File: src/rtl/dcp_pkg.sv
// ----------------------------------------------------------------------------
// dcp_pkg
// Physical address type shared across the cohort tile.
// ----------------------------------------------------------------------------
package dcp_pkg;

    localparam int PADDR_W = 40;

    typedef logic [PADDR_W-1:0] paddr_t;

endpackage : dcp_pkg

File: src/rtl/tri_pkg.sv
// ----------------------------------------------------------------------------
// tri_pkg
// TRI port field widths and the L2 arbiter state encoding.
// ----------------------------------------------------------------------------
package tri_pkg;

    localparam int TRI_TYPE_W      = 5;
    localparam int TRI_REQ_DATA_W  = 64;
    localparam int TRI_RESP_DATA_W = 64;
    localparam int TRI_AMO_W       = 4;

    typedef enum logic {
        S_ARB   = 1'b0,
        S_ISSUE = 1'b1
    } arb_state_t;

endpackage : tri_pkg

File: src/rtl/tri_owner_fifo.sv
// ----------------------------------------------------------------------------
// tri_owner_fifo
// Small index FIFO recording which master owns each in-flight L2 request.
// Responses return in order, so the head always names the next owner.
//
// Ports:
//   clk, rst_n      clock, synchronous active-low reset
//   push, push_data enqueue an owner index
//   pop             dequeue the head
//   head            owner index at the head (valid when !empty)
//   full, empty     occupancy flags from the registered count
//   count           current occupancy, 0..DEPTH
// ----------------------------------------------------------------------------
module tri_owner_fifo #(
    parameter int DEPTH = 2,
    parameter int W     = 1
) (
    input  logic                    clk,
    input  logic                    rst_n,
    input  logic                    push,
    input  logic [W-1:0]            push_data,
    input  logic                    pop,
    output logic [W-1:0]            head,
    output logic                    full,
    output logic                    empty,
    output logic [$clog2(DEPTH):0]  count
);

    localparam int PTR_W = (DEPTH > 1) ? $clog2(DEPTH) : 1;
    localparam int CNT_W = $clog2(DEPTH) + 1;

    logic [DEPTH-1:0][W-1:0] mem_q, mem_d;
    logic [PTR_W-1:0]        wr_ptr_q, wr_ptr_d;
    logic [PTR_W-1:0]        rd_ptr_q, rd_ptr_d;
    logic [CNT_W-1:0]        cnt_q, cnt_d;

    // Pointers wrap at DEPTH, which need not fill the pointer width.
    function automatic logic [PTR_W-1:0] ptr_inc(input logic [PTR_W-1:0] p);
        return (p == PTR_W'(DEPTH - 1)) ? '0 : p + 1'b1;
    endfunction

    always_comb begin
        mem_d    = mem_q;
        wr_ptr_d = wr_ptr_q;
        rd_ptr_d = rd_ptr_q;
        cnt_d    = cnt_q;
        if (push) begin
            mem_d[wr_ptr_q] = push_data;
            wr_ptr_d        = ptr_inc(wr_ptr_q);
        end
        if (pop) begin
            rd_ptr_d = ptr_inc(rd_ptr_q);
        end
        case ({push, pop})
            2'b10:   cnt_d = cnt_q + 1'b1;
            2'b01:   cnt_d = cnt_q - 1'b1;
            default: cnt_d = cnt_q;
        endcase
    end

    always_ff @(posedge clk) begin
        mem_q <= mem_d;
        if (!rst_n) begin
            wr_ptr_q <= '0;
            rd_ptr_q <= '0;
            cnt_q    <= '0;
        end else begin
            wr_ptr_q <= wr_ptr_d;
            rd_ptr_q <= rd_ptr_d;
            cnt_q    <= cnt_d;
        end
    end

    assign head  = mem_q[rd_ptr_q];
    assign full  = (cnt_q == CNT_W'(DEPTH));
    assign empty = (cnt_q == '0);
    assign count = cnt_q;

    a_no_overflow:  assert property (@(posedge clk) disable iff (!rst_n) !(push && full && !pop));
    a_no_underflow: assert property (@(posedge clk) disable iff (!rst_n) !(pop && empty));

endmodule : tri_owner_fifo

File: src/rtl/tri_l2_arbiter.sv
// ----------------------------------------------------------------------------
// tri_l2_arbiter
// Merges NUM_MASTERS TRI master ports onto one TRI port toward L2.
// Requests are granted round-robin and held until L2 accepts them; the owner
// of every accepted request is queued so in-order responses are steered back
// to the issuing master. Invalidations are broadcast unchanged.
//
// Ports:
//   clk, rst_n            clock, synchronous active-low reset
//   m_req_*               per-master request (flat, NUM_MASTERS slices)
//   m_resp_val/ack        per-master response handshake
//   m_resp_type/data      response payload shared by all masters
//   m_inv_valid/addr      broadcast invalidation
//   l2_req_*              muxed request toward L2
//   l2_resp_*             response from L2
//   l2_inv_*              invalidation from L2
//   err_orphan_resp       sticky: response seen with no owner outstanding
//   perf                  (TRI_ARB_PERF_EN only) performance counter access
//
// Optional build macro: TRI_ARB_PERF_EN adds grant, full-stall and
// request-wait counters behind the perf_if.slave port.
// ----------------------------------------------------------------------------
module tri_l2_arbiter
    import tri_pkg::*;
    import dcp_pkg::*;
#(
    parameter int NUM_MASTERS     = 2,
    parameter int MAX_OUTSTANDING = 2
) (
`ifdef TRI_ARB_PERF_EN
    perf_if.slave                                   perf,
`endif
    input  logic                                    clk,
    input  logic                                    rst_n,
    input  logic [NUM_MASTERS-1:0]                  m_req_valid,
    output logic [NUM_MASTERS-1:0]                  m_req_ack,
    input  logic [NUM_MASTERS*TRI_TYPE_W-1:0]       m_req_type,
    input  logic [NUM_MASTERS*3-1:0]                m_req_size,
    input  logic [NUM_MASTERS*PADDR_W-1:0]          m_req_addr,
    input  logic [NUM_MASTERS*TRI_REQ_DATA_W-1:0]   m_req_data,
    input  logic [NUM_MASTERS*TRI_AMO_W-1:0]        m_req_amo_op,
    output logic [NUM_MASTERS-1:0]                  m_resp_val,
    input  logic [NUM_MASTERS-1:0]                  m_resp_ack,
    output logic [TRI_TYPE_W-1:0]                   m_resp_type,
    output logic [TRI_RESP_DATA_W-1:0]              m_resp_data,
    output logic [NUM_MASTERS-1:0]                  m_inv_valid,
    output logic [15:0]                             m_inv_addr,
    output logic                                    l2_req_valid,
    input  logic                                    l2_req_ack,
    output logic [TRI_TYPE_W-1:0]                   l2_req_type,
    output logic [2:0]                              l2_req_size,
    output logic [PADDR_W-1:0]                      l2_req_addr,
    output logic [TRI_REQ_DATA_W-1:0]               l2_req_data,
    output logic [TRI_AMO_W-1:0]                    l2_req_amo_op,
    input  logic                                    l2_resp_val,
    output logic                                    l2_resp_ack,
    input  logic [TRI_TYPE_W-1:0]                   l2_resp_type,
    input  logic [TRI_RESP_DATA_W-1:0]              l2_resp_data,
    input  logic                                    l2_inv_valid,
    input  logic [15:0]                             l2_inv_addr,
    output logic                                    err_orphan_resp
);

    localparam int IDX_W = (NUM_MASTERS > 1) ? $clog2(NUM_MASTERS) : 1;
    localparam int CNT_W = $clog2(MAX_OUTSTANDING) + 1;

    arb_state_t       state_q, state_d;
    logic [IDX_W-1:0] grant_idx_q, grant_idx_d;
    logic [IDX_W-1:0] rr_ptr_q, rr_ptr_d;
    logic             err_orphan_q, err_orphan_d;

    logic             fifo_push, fifo_pop, fifo_full, fifo_empty;
    logic [IDX_W-1:0] fifo_head;
    logic [CNT_W-1:0] fifo_count;

    logic             arb_found;
    logic [IDX_W-1:0] arb_pick;

    tri_owner_fifo #(
        .DEPTH (MAX_OUTSTANDING),
        .W     (IDX_W)
    ) u_owner_fifo (
        .clk       (clk),
        .rst_n     (rst_n),
        .push      (fifo_push),
        .push_data (grant_idx_q),
        .pop       (fifo_pop),
        .head      (fifo_head),
        .full      (fifo_full),
        .empty     (fifo_empty),
        .count     (fifo_count)
    );

    // First requester at or after rr_ptr, wrapping past the last master.
    always_comb begin
        int               j;
        logic [IDX_W-1:0] idx;
        arb_found = 1'b0;
        arb_pick  = '0;
        j         = 0;
        idx       = '0;
        for (int i = 0; i < NUM_MASTERS; i++) begin
            j = int'(rr_ptr_q) + i;
            if (j >= NUM_MASTERS) j = j - NUM_MASTERS;
            idx = IDX_W'(j);
            if (!arb_found && m_req_valid[idx]) begin
                arb_found = 1'b1;
                arb_pick  = idx;
            end
        end
    end

    // Grant FSM; full comes from the registered count, so a same-cycle pop
    // never opens room for a grant.
    always_comb begin
        state_d     = state_q;
        grant_idx_d = grant_idx_q;
        rr_ptr_d    = rr_ptr_q;
        fifo_push   = 1'b0;
        m_req_ack   = '0;
        case (state_q)
            S_ARB: begin
                if (!fifo_full && arb_found) begin
                    grant_idx_d = arb_pick;
                    state_d     = S_ISSUE;
                end
            end
            S_ISSUE: begin
                if (l2_req_ack) begin
                    m_req_ack[grant_idx_q] = 1'b1;
                    fifo_push              = 1'b1;
                    rr_ptr_d = (grant_idx_q == IDX_W'(NUM_MASTERS - 1)) ? '0
                                                                        : grant_idx_q + 1'b1;
                    state_d  = S_ARB;
                end
            end
            default: state_d = S_ARB;
        endcase
    end

    // Response steering; with nobody outstanding the response is swallowed.
    always_comb begin
        m_resp_val   = '0;
        l2_resp_ack  = 1'b0;
        fifo_pop     = 1'b0;
        err_orphan_d = err_orphan_q;
        if (fifo_empty) begin
            l2_resp_ack = l2_resp_val;
            if (l2_resp_val) err_orphan_d = 1'b1;
        end else begin
            m_resp_val[fifo_head] = l2_resp_val;
            l2_resp_ack           = m_resp_ack[fifo_head];
            fifo_pop              = l2_resp_val && m_resp_ack[fifo_head];
        end
    end

    always_ff @(posedge clk) begin
        if (!rst_n) begin
            state_q      <= S_ARB;
            grant_idx_q  <= '0;
            rr_ptr_q     <= '0;
            err_orphan_q <= 1'b0;
        end else begin
            state_q      <= state_d;
            grant_idx_q  <= grant_idx_d;
            rr_ptr_q     <= rr_ptr_d;
            err_orphan_q <= err_orphan_d;
        end
    end

    assign l2_req_valid    = (state_q == S_ISSUE);
    assign l2_req_type     = m_req_type  [grant_idx_q*TRI_TYPE_W     +: TRI_TYPE_W];
    assign l2_req_size     = m_req_size  [grant_idx_q*3              +: 3];
    assign l2_req_addr     = m_req_addr  [grant_idx_q*PADDR_W        +: PADDR_W];
    assign l2_req_data     = m_req_data  [grant_idx_q*TRI_REQ_DATA_W +: TRI_REQ_DATA_W];
    assign l2_req_amo_op   = m_req_amo_op[grant_idx_q*TRI_AMO_W      +: TRI_AMO_W];

    assign m_resp_type     = l2_resp_type;
    assign m_resp_data     = l2_resp_data;
    assign m_inv_valid     = {NUM_MASTERS{l2_inv_valid}};
    assign m_inv_addr      = l2_inv_addr;
    assign err_orphan_resp = err_orphan_q;

    // A granted master must keep its request up until L2 takes it.
    a_req_held:  assert property (@(posedge clk) disable iff (!rst_n)
                                  (state_q == S_ISSUE) |-> m_req_valid[grant_idx_q]);
    a_count_rng: assert property (@(posedge clk) disable iff (!rst_n)
                                  fifo_count <= CNT_W'(MAX_OUTSTANDING));

`ifdef TRI_ARB_PERF_EN
    logic full_stall_ev;
    logic req_wait_ev;

    assign full_stall_ev = (|m_req_valid) && fifo_full;
    assign req_wait_ev   = (state_q == S_ISSUE) && !l2_req_ack;

    for (genvar m = 0; m < NUM_MASTERS; m++) begin : g_grant_cnt
        generic_perf_counter #(.WIDTH(64)) u_grant_cnt (
            .clk            (clk),
            .rst_n          (rst_n),
            .inc            (m_req_ack[m]),
            .toggle_trigger (perf.toggle_trigger),
            .clear_trigger  (perf.clear_trigger),
            .count          (perf.grant_cnt[m])
        );
    end

    generic_perf_counter #(.WIDTH(64)) u_full_stall_cnt (
        .clk            (clk),
        .rst_n          (rst_n),
        .inc            (full_stall_ev),
        .toggle_trigger (perf.toggle_trigger),
        .clear_trigger  (perf.clear_trigger),
        .count          (perf.full_stall_cnt)
    );

    generic_perf_counter #(.WIDTH(64)) u_req_wait_cnt (
        .clk            (clk),
        .rst_n          (rst_n),
        .inc            (req_wait_ev),
        .toggle_trigger (perf.toggle_trigger),
        .clear_trigger  (perf.clear_trigger),
        .count          (perf.req_wait_cnt)
    );
`endif

endmodule : tri_l2_arbiter

File: config.mk
export PLATFORM = sky130hd
export DESIGN_NAME = tri_l2_arbiter
export DESIGN_NICKNAME = d
export VERILOG_FILES = /design/src/rtl/dcp_pkg.sv /design/src/rtl/tri_pkg.sv /design/src/rtl/tri_owner_fifo.sv /design/src/rtl/tri_l2_arbiter.sv
export SDC_FILE = /design/constraint.sdc
export NUM_CORES = 1
export LEC_CHECK = 0
export ABC_CLOCK_PERIOD_IN_PS = 3100
export BUFFER_PORTS_ARGS = -buffer_cell sky130_fd_sc_hd__buf_2
export CAP_MARGIN = 20
export CORE_AREA = 5 5 204 206
export DETAILED_ROUTE_END_ITERATION = 10
export DIE_AREA = 0 0 209 211
export MAX_ROUTING_LAYER = met4
export PLACE_DENSITY = 0.34
export SYNTH_ARGS = -nofsm -noshare
export SYNTH_HDL_FRONTEND = slang
export SYNTH_SLANG_ARGS = --single-unit
File: constraint.sdc
create_clock -name clk -period 3.1 [get_ports clk]
set_input_delay 0.31 -clock clk [delete_from_list [all_inputs] [get_ports clk]]
set_output_delay 0.31 -clock clk [all_outputs]
set_load 0.1 [all_outputs]
== After elaboration in Yosys (flattened, before gate mapping) ==
Index checks and enable logic that the tools add are counted.

* Output and inout port bits: 210
* Input port bits: 326
* Logic and storage cells: 89
* Flip-flop bits (word level): 10

* Order comparisons: 11
* Reductions and logical operators: 13
* Eq/ne operators: 3
* $mul: 3
* Bitwise gates (word level): 2
* Shift-type cells: 5
* $add $sub $neg: 8
* Mux-type cells: 35

{| class="wikitable"
|+ Operators with widths
! cell !! number
|-
| 128-bit by 8-bit indexed part select with 64-bit output || 1
|-
| 80-bit by 8-bit indexed part select with 40-bit output || 1
|-
| 1-bit two-way mux || 26
|-
| 1-bit by 2-bit < comparator with 1-bit output (second input constant) || 6
|-
| 10-bit by 5-bit indexed part select with 5-bit output || 1
|-
| 1-bit by 3-bit multiplier with 4-bit output (second input constant) || 2
|-
| 8-bit by 4-bit indexed part select with 4-bit output || 1
|-
| 1-bit logical AND || 6
|-
| 2-bit two-way mux || 3
|-
| 2-bit AND reduction || 3
|-
| 6-bit by 4-bit indexed part select with 3-bit output || 1
|-
| 2-bit == test (second input constant) || 2
|-
| 2-bit one-hot mux with 2 select lines || 1
|-
| 1-bit adder (second input constant) || 3
|-
| 1-bit demux with 1-bit select || 3
|-
| 1-bit >= comparator (second input constant) || 3
|-
| 1-bit by 2-bit multiplier with 3-bit output (second input constant) || 1
|-
| 1-bit by 1-bit adder with 2-bit output (second input constant) || 1
|-
| 2-bit by 1-bit adder with 2-bit output (second input constant) || 1
|-
| 2-bit AND || 1
|-
| 2-bit bitwise mux || 1
|-
| 2-bit by 1-bit == test with 1-bit output (second input constant) || 1
|-
| 1-bit by 2-bit >= comparator with 1-bit output (second input constant) || 1
|-
| 2-bit >= comparator (second input constant) || 1
|-
| other kinds (7) || 9
|}

== Logic depth before layout (Yosys ltp) ==
Gate-level depths: netlist (run 1).

* Depth in word-level cells: 11
* Gate-level depth with buffers: 7
* Gate-level depth less buffers: 6

== By module ==
From an unflattened synthesis (run 1), not the netlist that was laid out.

* Cell total of the unflattened synthesis: 265
* Area, all modules: 2576.2 µm²

{| class="wikitable"
|+ Modules (own cells, without submodules)
! module !! area an instance (µm²) !! cells each !! instances
|-
| tri_l2_arbiter || 2314.7 || 242 || 1
|-
| tri_owner_fifo || 261.5 || 23 || 1
|}

== Worst setup path before layout (run 1) ==
OpenSTA, ideal clock, no wires.

* Path kind: flip-flop to output port
* From: register state_q (netlist: l2_req_valid)
* To: output m_req_ack[0]
* Data required time: 2.790 ns
* Data arrival time: 2.614 ns
* Setup slack: 0.176 ns
* Buffers on the path: 0
* Cell stages (with the launch flop): 4
* Path through: dfxtp_1 -> and2_1 -> inv_1 -> nor2_1

* Cells in the longest elaborated chain, start to end: 1

{| class="wikitable"
|+ Ends and longest elaborated chain
! item !! line !! text
|-
| start: declaration || tri_l2_arbiter.sv:67 || <nowiki>arb_state_t state_q, state_d;</nowiki>
|-
| start signal: assignment || tri_l2_arbiter.sv:164 || <nowiki>state_q <= state_d;</nowiki>
|-
| 2-bit two-way mux || tri_l2_arbiter.sv:121 || <nowiki>case (state_q)</nowiki>
|-
| end: declaration || tri_l2_arbiter.sv:36 || <nowiki>output logic [NUM_MASTERS-1:0] m_req_ack,</nowiki>
|}

No other way between the ends.

== Final worst setup path (run 1) ==
* From: register grant_idx_q
* To: output l2_req_data[21]

* Cells in the longest elaborated chain, start to end: 1

{| class="wikitable"
|+ Ends and longest elaborated chain
! item !! line !! text
|-
| start: declaration || tri_l2_arbiter.sv:68 || <nowiki>logic [IDX_W-1:0] grant_idx_q, grant_idx_d;</nowiki>
|-
| start signal: assignment || tri_l2_arbiter.sv:165 || <nowiki>grant_idx_q <= grant_idx_d;</nowiki>
|-
| 128-bit by 8-bit indexed part select with 64-bit output || tri_l2_arbiter.sv:175 || <nowiki>assign l2_req_data = m_req_data [grant_idx_q*TRI_REQ_DATA_W +: TRI_REQ_DATA_W];</nowiki>
|-
| end: declaration || tri_l2_arbiter.sv:53 || <nowiki>output logic [TRI_REQ_DATA_W-1:0] l2_req_data,</nowiki>
|}

No other way between the ends.

==> flow_metrics.py, run 1 <==
metrics = {
    "detailed_routing": {
        "vias": 3041,
        "drc": 0,
        "drtAntennaViolNets": 0,
        "firstDrtPassIters": 4,
        "routed_wl_mm": 16.43,
        "avgViaCountPerCell": 2.834,
        "wire_per_inst_um": 15.32,
        "drtIter0Drc": 34,
    },
    "synth": {
        "yosysWarningCount": 0,
        "synth_area_um2": 2537,
        "ys_ff_latch": 10,
        "synth_edf_count": 2,
        "syn-num-nets": 597,
        "synth.avg_cell_area_um2": 9.398,
        "synth_cell_types": 25,
        "syn_inst": 270,
        "synthArstFlopShare_pct": 0,
        "ys.flop_type": "dfxtp_1",
        "seq_area_frac_synth_pct": 8.679,
    },
    "power_and_ir_drop": {
        "cellPowerDensity_nw_per_um2": 463.0,
        "p_leak_nw": 2.156,
        "ir_drop_uv": 178.6,
    },
    "timing": {
        "fin_crit_sh_pct": 75.30,
        "fin_crit_ps": 2334,
        "setup_viol": 0,
        "grt_setup_unrepaired": "no",
        "timing.fmax_mhz": 428.4,
        "slew_headroom_pct": 53.28,
        "skew_ps": 2.094,
        "tns_ps": 0,
        "hold_viol_final": 0,
        "maxSlewViolCount": 0,
        "tightest_slew_ps": 700.9,
    },
    "status": {
        "outcome": "completed",
    },
    "clock_network": {
        "clkSlewWorstSetupHoldPaths_ps": 40,
        "numClockSinks": 10,
        "cts-root-buf": "clkbuf_16",
        "postCtsHoldBufs": 0,
        "cts_setup_buffers": 0,
        "cts_made_buffers": 3,
        "cts_max_level": 1,
        "clockBufferDepth": 2,
        "cts_tree": "yes",
        "clock_latency_ps": 230,
        "cts-resized-gates": 0,
    },
    "place": {
        "gp_congestion": 0.8539,
        "io_buffers": 362,
        "dp_hpwl_mm": 15.07,
    },
    "global_route": {
        "grt_usage_pct": 6.663,
        "grt_max_degree": 44,
        "grt_pass1_vias": 3116,
        "grt_pass1_wl_mm": 21.24,
        "antenna_found_initial": 7,
        "grt_overflow": 0,
    },
    "job": {
        "max-cap-violations": 0,
    },
    "worst_hold_path": {
        "min_path_type": "in -> reg",
        "hp-start": "rst_n",
        "min_path_cells": 3,
        "hold_end": "rr_ptr_q",
    },
    "cells_and_area": {
        "layout-drive-gt1-share_pct": 91.18,
        "syn_to_final_growth_pct": 76.38,
        "nets": 872,
        "fillCellCount": 4624,
        "utilization_pct": 11.34,
    },
    "worst_setup_path": {
        "rr_startpoint": "u_owner_fifo.rd_ptr_q",
        "crit_fanout": 43,
        "cp.arrival_ps": 2020,
        "crit_chain": "buf_12 > mux2_2 > buf_2",
        "cp_slowest_cell": "dfxtp_4",
        "worst-setup-path-type": "reg -> out",
        "critical-path-max-stage-delay_ps": 780,
        "timing.rr.end": "u_owner_fifo.count[1]",
        "r2r_cells": 5,
        "critPathLaunchType": "flop",
        "crit_buf_inv": 2,
        "cp.required_ps": 2790,
        "worstSetupEndpointType": "primary output",
        "cp_top_family": "flip-flops",
        "rrSetupSlack_ps": 1190,
        "cp-startpoint": "grant_idx_q",
    },
    "floorplan": {
        "ios": 536,
        "initial_core_util_pct": 6.431,
        "die_x_um": 209,
        "die_h_um": 211,
        "coreArea_um2": 39460,
        "design.die.area_um2": 44100,
        "std_cell_rows": 73,
    },
}
[layout by cell type (no fill, tap or decap)]
cell type	synthesis	layout
ha_1	1	1
o211ai_1	2	2
buf_4	88	7
nor2b_1	2	2
xnor2_1	2	2
diode_2	0	4
nor2_1	9	9
edfxtp_1	2	2
o31ai_1	1	1
o21ai_0	3	3
clkbuf_8	0	1
a21oi_1	4	4
dfxtp_1	8	7
and3_1	2	2
buf_2	13	362
mux2_2	117	117
and2_1	1	1
or3_1	2	2
mux2i_1	2	2
nand2b_1	2	2
dfxtp_4	0	1
nor2b_4	1	1
clkbuf_16	0	3
mux2i_2	1	1
mux2_4	1	1
nand2_1	1	1
xor2_1	1	1
inv_1	3	3
or4b_1	1	1
buf_12	0	2
[how the worst max path moves through the flow]
stage / cells after the start / slack (ps) / endpoint
finish: 3 / 770 / l2_req_data[21]
global route: 3 / 660 / l2_req_data[38]
CTS: 3 / 680 / l2_req_data[38]
detailed placement: 3 / 940 / l2_req_data[38]
global placement: 3 / 950 / l2_req_data[38]
floorplan: 3 / 180 / m_req_ack[0]
[stage by stage]
step	total power (W)	hold WS, ps	instances	instance area (µm²)	setup slack, ps
5_1_grt	0.002156	390.6	1072	4473	662.1
3_5_place_dp	0.001835	454.9	1065	4377	944.1
2_1_floorplan	0.002045	436.8	270	2537	176.1
3_3_place_gp	0.001834	448.8	1065	4377	949.9
4_1_cts	0.002096	363.0	1069	4466	683.3
6_report	0.002072	363.0	1073	4476	765.6
[kinds of logic (layout without fill, tap and decap cells)]
| family | after synthesis | after routing | share of synthesized area (%) |
|---|---|---|---|
| buffers and inverters | 104 | 378 | 29.04 |
| and+or+nand+nor | 21 | 21 | 4.635 |
| other | 0 | 4 | 0 |
| adders and majority gates | 1 | 1 | 0.4930 |
| muxes | 121 | 121 | 53.85 |
| AOI/OAI and AO/OA | 10 | 10 | 2.268 |
| xor gates and xnor gates | 3 | 3 | 1.036 |
| DFF | 10 | 10 | 8.678 |
[synthesized netlist by cell type (3+ instances only)]
library cell	n	area share [%]
mux2_2	117	52
buf_4	88	26
buf_2	13	2.6
nor2_1	9	1.3
dfxtp_1	8	6.3
a21oi_1	4	0.79
inv_1	3	0.44
o21ai_0	3	0.59
[final cells by class]
class / instances / area, µm² / area share (%)
timing repair buffer: 371 / 1904 / 42.55
antenna: 4 / 10.01 / 0.2237
tap: 525 / 656.9 / 14.68
sequential: 10 / 224.0 / 5.004
inverter: 3 / 11.26 / 0.2516
multi-input combinational: 156 / 1580 / 35.31
clock buffer: 4 / 88.84 / 1.985
[power by group]
group / internal (W) / switching, W
clock network: 0.000194 / 0.0000582
logic: 0.000371 / 0.00127
registers: 0.000145 / 0.0000325
[metal layers]
layer	routed length [µm]	vias to the layer above	GRT usage [%]
met5	0	-	-
met4	670	0	2.745
met3	2349	55	3.134
met2	8522	301	12.29
met1	4892	1271	5.845
li1	-	1414	-
[sequential cells by signal, indices dropped and copies added (netlist names)]
register and flops:
rr_ptr_q 1, grant_idx_q 1, u_owner_fifo.mem_q 2, u_owner_fifo.count 2, l2_req_valid 1, u_owner_fifo.rd_ptr_q 1, err_orphan_resp 1, u_owner_fifo.wr_ptr_q 1
[worst register-to-register path, stage by stage, from the launching register on]
cell and delay [ps]:
dfxtp_1 360, mux2i_2 350, mux2i_1 320, ha_1 310
or3_1 370, a21oi_1 130
Power figures use the tool's default switching activity.
==> inputs of run 2 (changes only) <==
Settings changed: ABC_CLOCK_PERIOD_IN_PS 3100 to 2300, CORE_AREA 5 5 204 206 to 5 5 205 207, DIE_AREA 0 0 209 211 to 0 0 210 212.
Clock period 3.1 ns to 2.3 ns, I/O delays scaled along.
==> run 2 against run 1 <==
  * Combinational power grew 37%
  * Count of clock-buffer cells in the layout is the same
  * Register-to-register slack lost 780 ps
  * Clock power grew 33%
  * Global-route usage shrank 0.74 points
  * Critical endpoint is now l2_req_data[0]
==> flow_metrics.py, run 2 (same netlist as run 1, synthesis figures left out) <==
metrics = {
    "place": {
        "dp_hpwl_mm": 14.14,
        "gp_congestion": 0.8080,
        "io_buffers": 362,
        "post-place-cells": 1072,
    },
    "timing": {
        "slew_headroom_pct": 63.86,
        "timing.fmax_mhz": 475.8,
        "grt_setup_unrepaired": "no",
        "fin_crit_ps": 2102,
        "maxSlewViolCount": 0,
        "fin_crit_sh_pct": 91.38,
        "tightest_slew_ps": 545.9,
        "tns_ps": 0,
        "skew_ps": 2.275,
        "setup_viol": 0,
        "hold_viol_final": 0,
    },
    "cells_and_area": {
        "fillCellCount": 4676,
        "final_cells": 1078,
        "layout-drive-gt1-share_pct": 91.36,
        "syn_to_final_growth_pct": 77.42,
        "multiInputGateArea_um2": 1588,
        "layout_common_cells": "361 x buf_2, 117 x mux2_2, 8 x nor2_1",
        "seqCellArea_um2": 224.0,
        "layout_commonest_cell": "buf_2",
        "nets": 872,
    },
    "global_route": {
        "grt_pass1_wl_mm": 19.09,
        "grt_max_degree": 33,
        "grt_usage_pct": 5.927,
        "antenna_found_initial": 2,
        "grt_overflow": 0,
        "grt_pass1_vias": 3059,
    },
    "detailed_routing": {
        "wire_per_inst_um": 14.14,
        "drc": 0,
        "drtAntennaViolNets": 0,
        "avgViaCountPerCell": 2.783,
        "drtIter0Drc": 61,
        "routed_wl_mm": 15.24,
        "vias": 3000,
        "firstDrtPassIters": 4,
    },
    "floorplan": {
        "ios": 536,
        "std_cell_rows": 74,
        "coreArea_um2": 40180,
        "die_h_um": 212,
        "design.die.area_um2": 44520,
        "die_x_um": 210,
        "initial_core_util_pct": 6.315,
    },
    "worst_setup_path": {
        "r2r_cells": 5,
        "worst-setup-path-type": "reg -> out",
        "cp-startpoint": "grant_idx_q",
        "cp.required_ps": 2070,
        "rr_startpoint": "u_owner_fifo.rd_ptr_q",
        "timing.rr.end": "u_owner_fifo.count[1]",
        "rrSetupSlack_ps": 410,
        "critPathLaunchType": "flop",
        "crit_fanout": 32,
        "cp.arrival_ps": 1870,
        "worstSetupEndpointType": "primary output",
    },
    "power_and_ir_drop": {
        "cellPowerDensity_nw_per_um2": 622.1,
        "p_leak_nw": 2.162,
        "ir_drop_uv": 143.5,
    },
    "job": {
        "max-cap-violations": 0,
    },
    "clock_network": {
        "cts_max_level": 1,
        "cts_tree": "yes",
        "cts_made_buffers": 3,
        "postCtsHoldBufs": 0,
        "cts-resized-gates": 0,
        "clock_latency_ps": 230,
        "clockBufferDepth": 2,
        "cts-root-buf": "clkbuf_16",
        "clkSlewWorstSetupHoldPaths_ps": 40,
        "cts_setup_buffers": 0,
        "numClockSinks": 10,
    },
    "worst_hold_path": {
        "min_path_type": "in -> reg",
        "min_path_cells": 3,
        "hp-start": "l2_resp_val",
        "hold_end": "err_orphan_resp",
    },
    "status": {
        "outcome": "completed",
    },
}
[run 2: layer usage]
metal	global-route usage, %	vias to the layer above	share of wire, %	wire, µm
met3	2.538	52	15	2341
met2	10.81	289	51	7810
met5	-	-	0	0
met4	3.803	0	6.8	1030
li1	-	1410	-	-
met1	4.910	1249	27	4060
[run 2: critical path: stages (launching register included)]
cell and delay, ps:
dfxtp_4 630, buf_12 270, mux2_2 390, buf_2 300
[run 2: worst max-delay path by stage]
stage,to,depth (start not counted)
floorplan,m_resp_val[0],2
global placement,u_owner_fifo.count[1],5
detailed placement,u_owner_fifo.count[1],5
CTS,l2_req_data[0],3
global route,l2_req_addr[32],3
finish,l2_req_data[0],3
[run 2: power by group]
part | internal [W] | total [W] | switching, W
clock network | 0.000261 | 0.000336 | 0.0000753
logic | 0.000508 | 0.00224 | 0.00173
registers | 0.000195 | 0.000224 | 0.0000293
total | 0.000964 | 0.00280 | 0.00184
[run 2: area by class of cell]
type                            count  area share (%)
Antenna cell                        2          0.1112
Clock buffer                        4           1.973
Timing Repair Buffer              371           42.63
Sequential cell                    10           4.975
Tap cell                          532           14.79
Inverter                            3          0.2501
Multi-Input combinational cell    156           35.27
[run 2: metrics by stage]
step           utilization [%]  setup WS, ps  total power, W  hold WS, ps  cell area (µm²)
5_1_grt                  11.20         121.2        0.002900        296.1             4502
4_1_cts                  11.19         170.7        0.002830        285.1             4497
6_report                 11.20         198.3        0.002800        285.0             4502
3_3_place_gp             10.97         359.0        0.002484        451.3             4408
2_1_floorplan                -         12.15        0.002759        365.7             2545
3_5_place_dp             10.97         391.0        0.002484        460.7             4408
==> inputs of run 3 (changes only) <==
Settings changed: ABC_CLOCK_PERIOD_IN_PS 2300 to 2200, PLACE_DENSITY 0.34 to not set.
Clock period 2.3 ns to 2.2 ns, I/O delays scaled along.
==> run 3 against run 2 <==
  * Critical path depth is 1 higher
  * Register-to-register slack got worse by 100 ps
  * Hold slack got worse by 20 ps
  * Largest power group unchanged
==> flow_metrics.py, run 3 (same netlist as run 1, synthesis figures left out) <==
metrics = {
    "status": {
        "outcome": "completed",
    },
    "floorplan": {
        "design.die.area_um2": 44520,
        "std_cell_rows": 74,
        "coreArea_um2": 40180,
        "ios": 536,
        "die_x_um": 210,
        "initial_core_util_pct": 6.315,
        "die_h_um": 212,
    },
    "timing": {
        "setup_viol": 0,
        "skew_ps": 1.328,
        "tns_ps": 0,
        "maxSlewViolCount": 0,
        "tightest_slew_ps": 559.7,
        "grt_setup_unrepaired": "no",
        "slew_headroom_pct": 62.94,
        "hold_viol_final": 0,
        "fin_crit_sh_pct": 92.83,
        "fin_crit_ps": 2042,
        "timing.fmax_mhz": 489.7,
    },
    "global_route": {
        "grt_overflow": 0,
        "grt_usage_pct": 5.427,
        "grt_pass1_vias": 3193,
        "grt_pass1_wl_mm": 18.11,
        "antenna_found_initial": 6,
        "grt_max_degree": 56,
    },
    "detailed_routing": {
        "drtIter0Drc": 42,
        "drtAntennaViolNets": 0,
        "avgViaCountPerCell": 2.840,
        "drc": 0,
        "firstDrtPassIters": 3,
        "routed_wl_mm": 14.03,
        "wire_per_inst_um": 13.07,
        "vias": 3047,
    },
    "power_and_ir_drop": {
        "switchingPower_w": 0.001923,
        "internal-power_w": 0.0009910,
        "cellPowerDensity_nw_per_um2": 655.2,
        "p_comb_share_pct": 79.9,
        "clockPowerShare_pct": 12.2,
        "ir_drop_uv": 288.2,
        "swShare_pct": 65.99,
        "p_seq_share_pct": 7.9,
        "p_leak_nw": 2.126,
    },
    "worst_hold_path": {
        "min_path_type": "in -> reg",
    },
    "clock_network": {
        "postCtsHoldBufs": 0,
        "clock_latency_ps": 230,
        "cts_setup_buffers": 0,
        "clkSlewWorstSetupHoldPaths_ps": 40,
        "numClockSinks": 10,
        "cts_made_buffers": 3,
        "cts_max_level": 1,
        "cts-resized-gates": 0,
        "clockBufferDepth": 2,
        "cts_tree": "yes",
        "cts-root-buf": "clkbuf_16",
    },
    "worst_setup_path": {
        "worstSetupEndpointType": "primary output",
        "cp.required_ps": 1980,
        "worst-setup-path-type": "reg -> out",
        "cp.arrival_ps": 1820,
        "crit_buf_inv": 1,
        "rrSetupSlack_ps": 310,
        "critical-path-max-stage-delay_ps": 360,
        "cp_slowest_cell": "dfxtp_1",
        "cp_top_family": "multiplexers",
        "crit_chain": "mux2i_2 > mux2_4 > mux2_2 > buf_2",
        "crit_fanout": 4,
        "critPathLaunchType": "flop",
    },
    "place": {
        "dp_hpwl_mm": 12.98,
        "io_buffers": 362,
        "post-place-cells": 1066,
        "place_area_um2": 4352,
        "gp_congestion": 0.7332,
    },
    "cells_and_area": {
        "layout-drive-gt1-share_pct": 91.64,
        "layout_commonest_cell": "buf_2",
        "nets": 866,
        "final_cells": 1073,
        "postLayoutCellArea_um2": 4448,
        "layout_common_cells": "362 x buf_2, 117 x mux2_2, 8 x nor2_1",
        "syn_to_final_growth_pct": 75.30,
    },
    "job": {
        "max-cap-violations": 0,
    },
}
[run 3: cell type report]
cell class,instances,area [µm²]
Timing Repair Buffer,365,1859
Antenna cell,3,7.507
Sequential cell,10,225.2
Tap cell,532,665.6
Fill cell,4653,35740
Clock buffer,4,88.84
Inverter,3,11.26
Multi-Input combinational cell,156,1590
[run 3: power groups by stage]
| stage | Combinational, W | Clock [W] | Sequential, W |
|---|---|---|---|
| finish | 0.00233 | 0.000356 | 0.000231 |
| floorplan | 0.00264 | 0 | 0.000247 |
| global placement | 0.00232 | 0 | 0.000234 |
| global route | 0.00240 | 0.000375 | 0.000235 |
| detailed placement | 0.00234 | 0 | 0.000236 |
| CTS | 0.00234 | 0.000365 | 0.000232 |
[run 3: layer usage]
metal  global-route usage (%)  wire length, µm
met3                    1.726             1758
met5                        -                0
met1                    4.857             4229
met2                    10.01             7262
met4                    3.263              779
[run 3: final timing paths]
kind | startpoint | endpoint | depth (start not counted)
worst max-delay path | u_owner_fifo.rd_ptr_q | l2_resp_ack | 4
worst min-delay path | rst_n | rr_ptr_q | 3
worst max register to register | u_owner_fifo.rd_ptr_q | u_owner_fifo.count[1] | 5
worst min register to register | err_orphan_resp | err_orphan_resp | 2
[run 3: worst register-to-register path, stage by stage (launching register included)]
cell,delay (ps)
dfxtp_1,360
mux2i_2,340
mux2i_1,310
ha_1,310
or3_1,380
a21oi_1,130
[run 3: metrics by stage]
step	util, %	power (W)	worst slack, ps	hold slack [ps]
floorplan	-	0.002885	133.5	355.7
global placement	10.83	0.002552	314.4	440.7
detailed placement	10.83	0.002573	329.5	440.7
CTS	11.05	0.002939	146.2	268.4
global route	11.07	0.003009	91.80	294.7
finish	11.07	0.002914	157.8	264.9
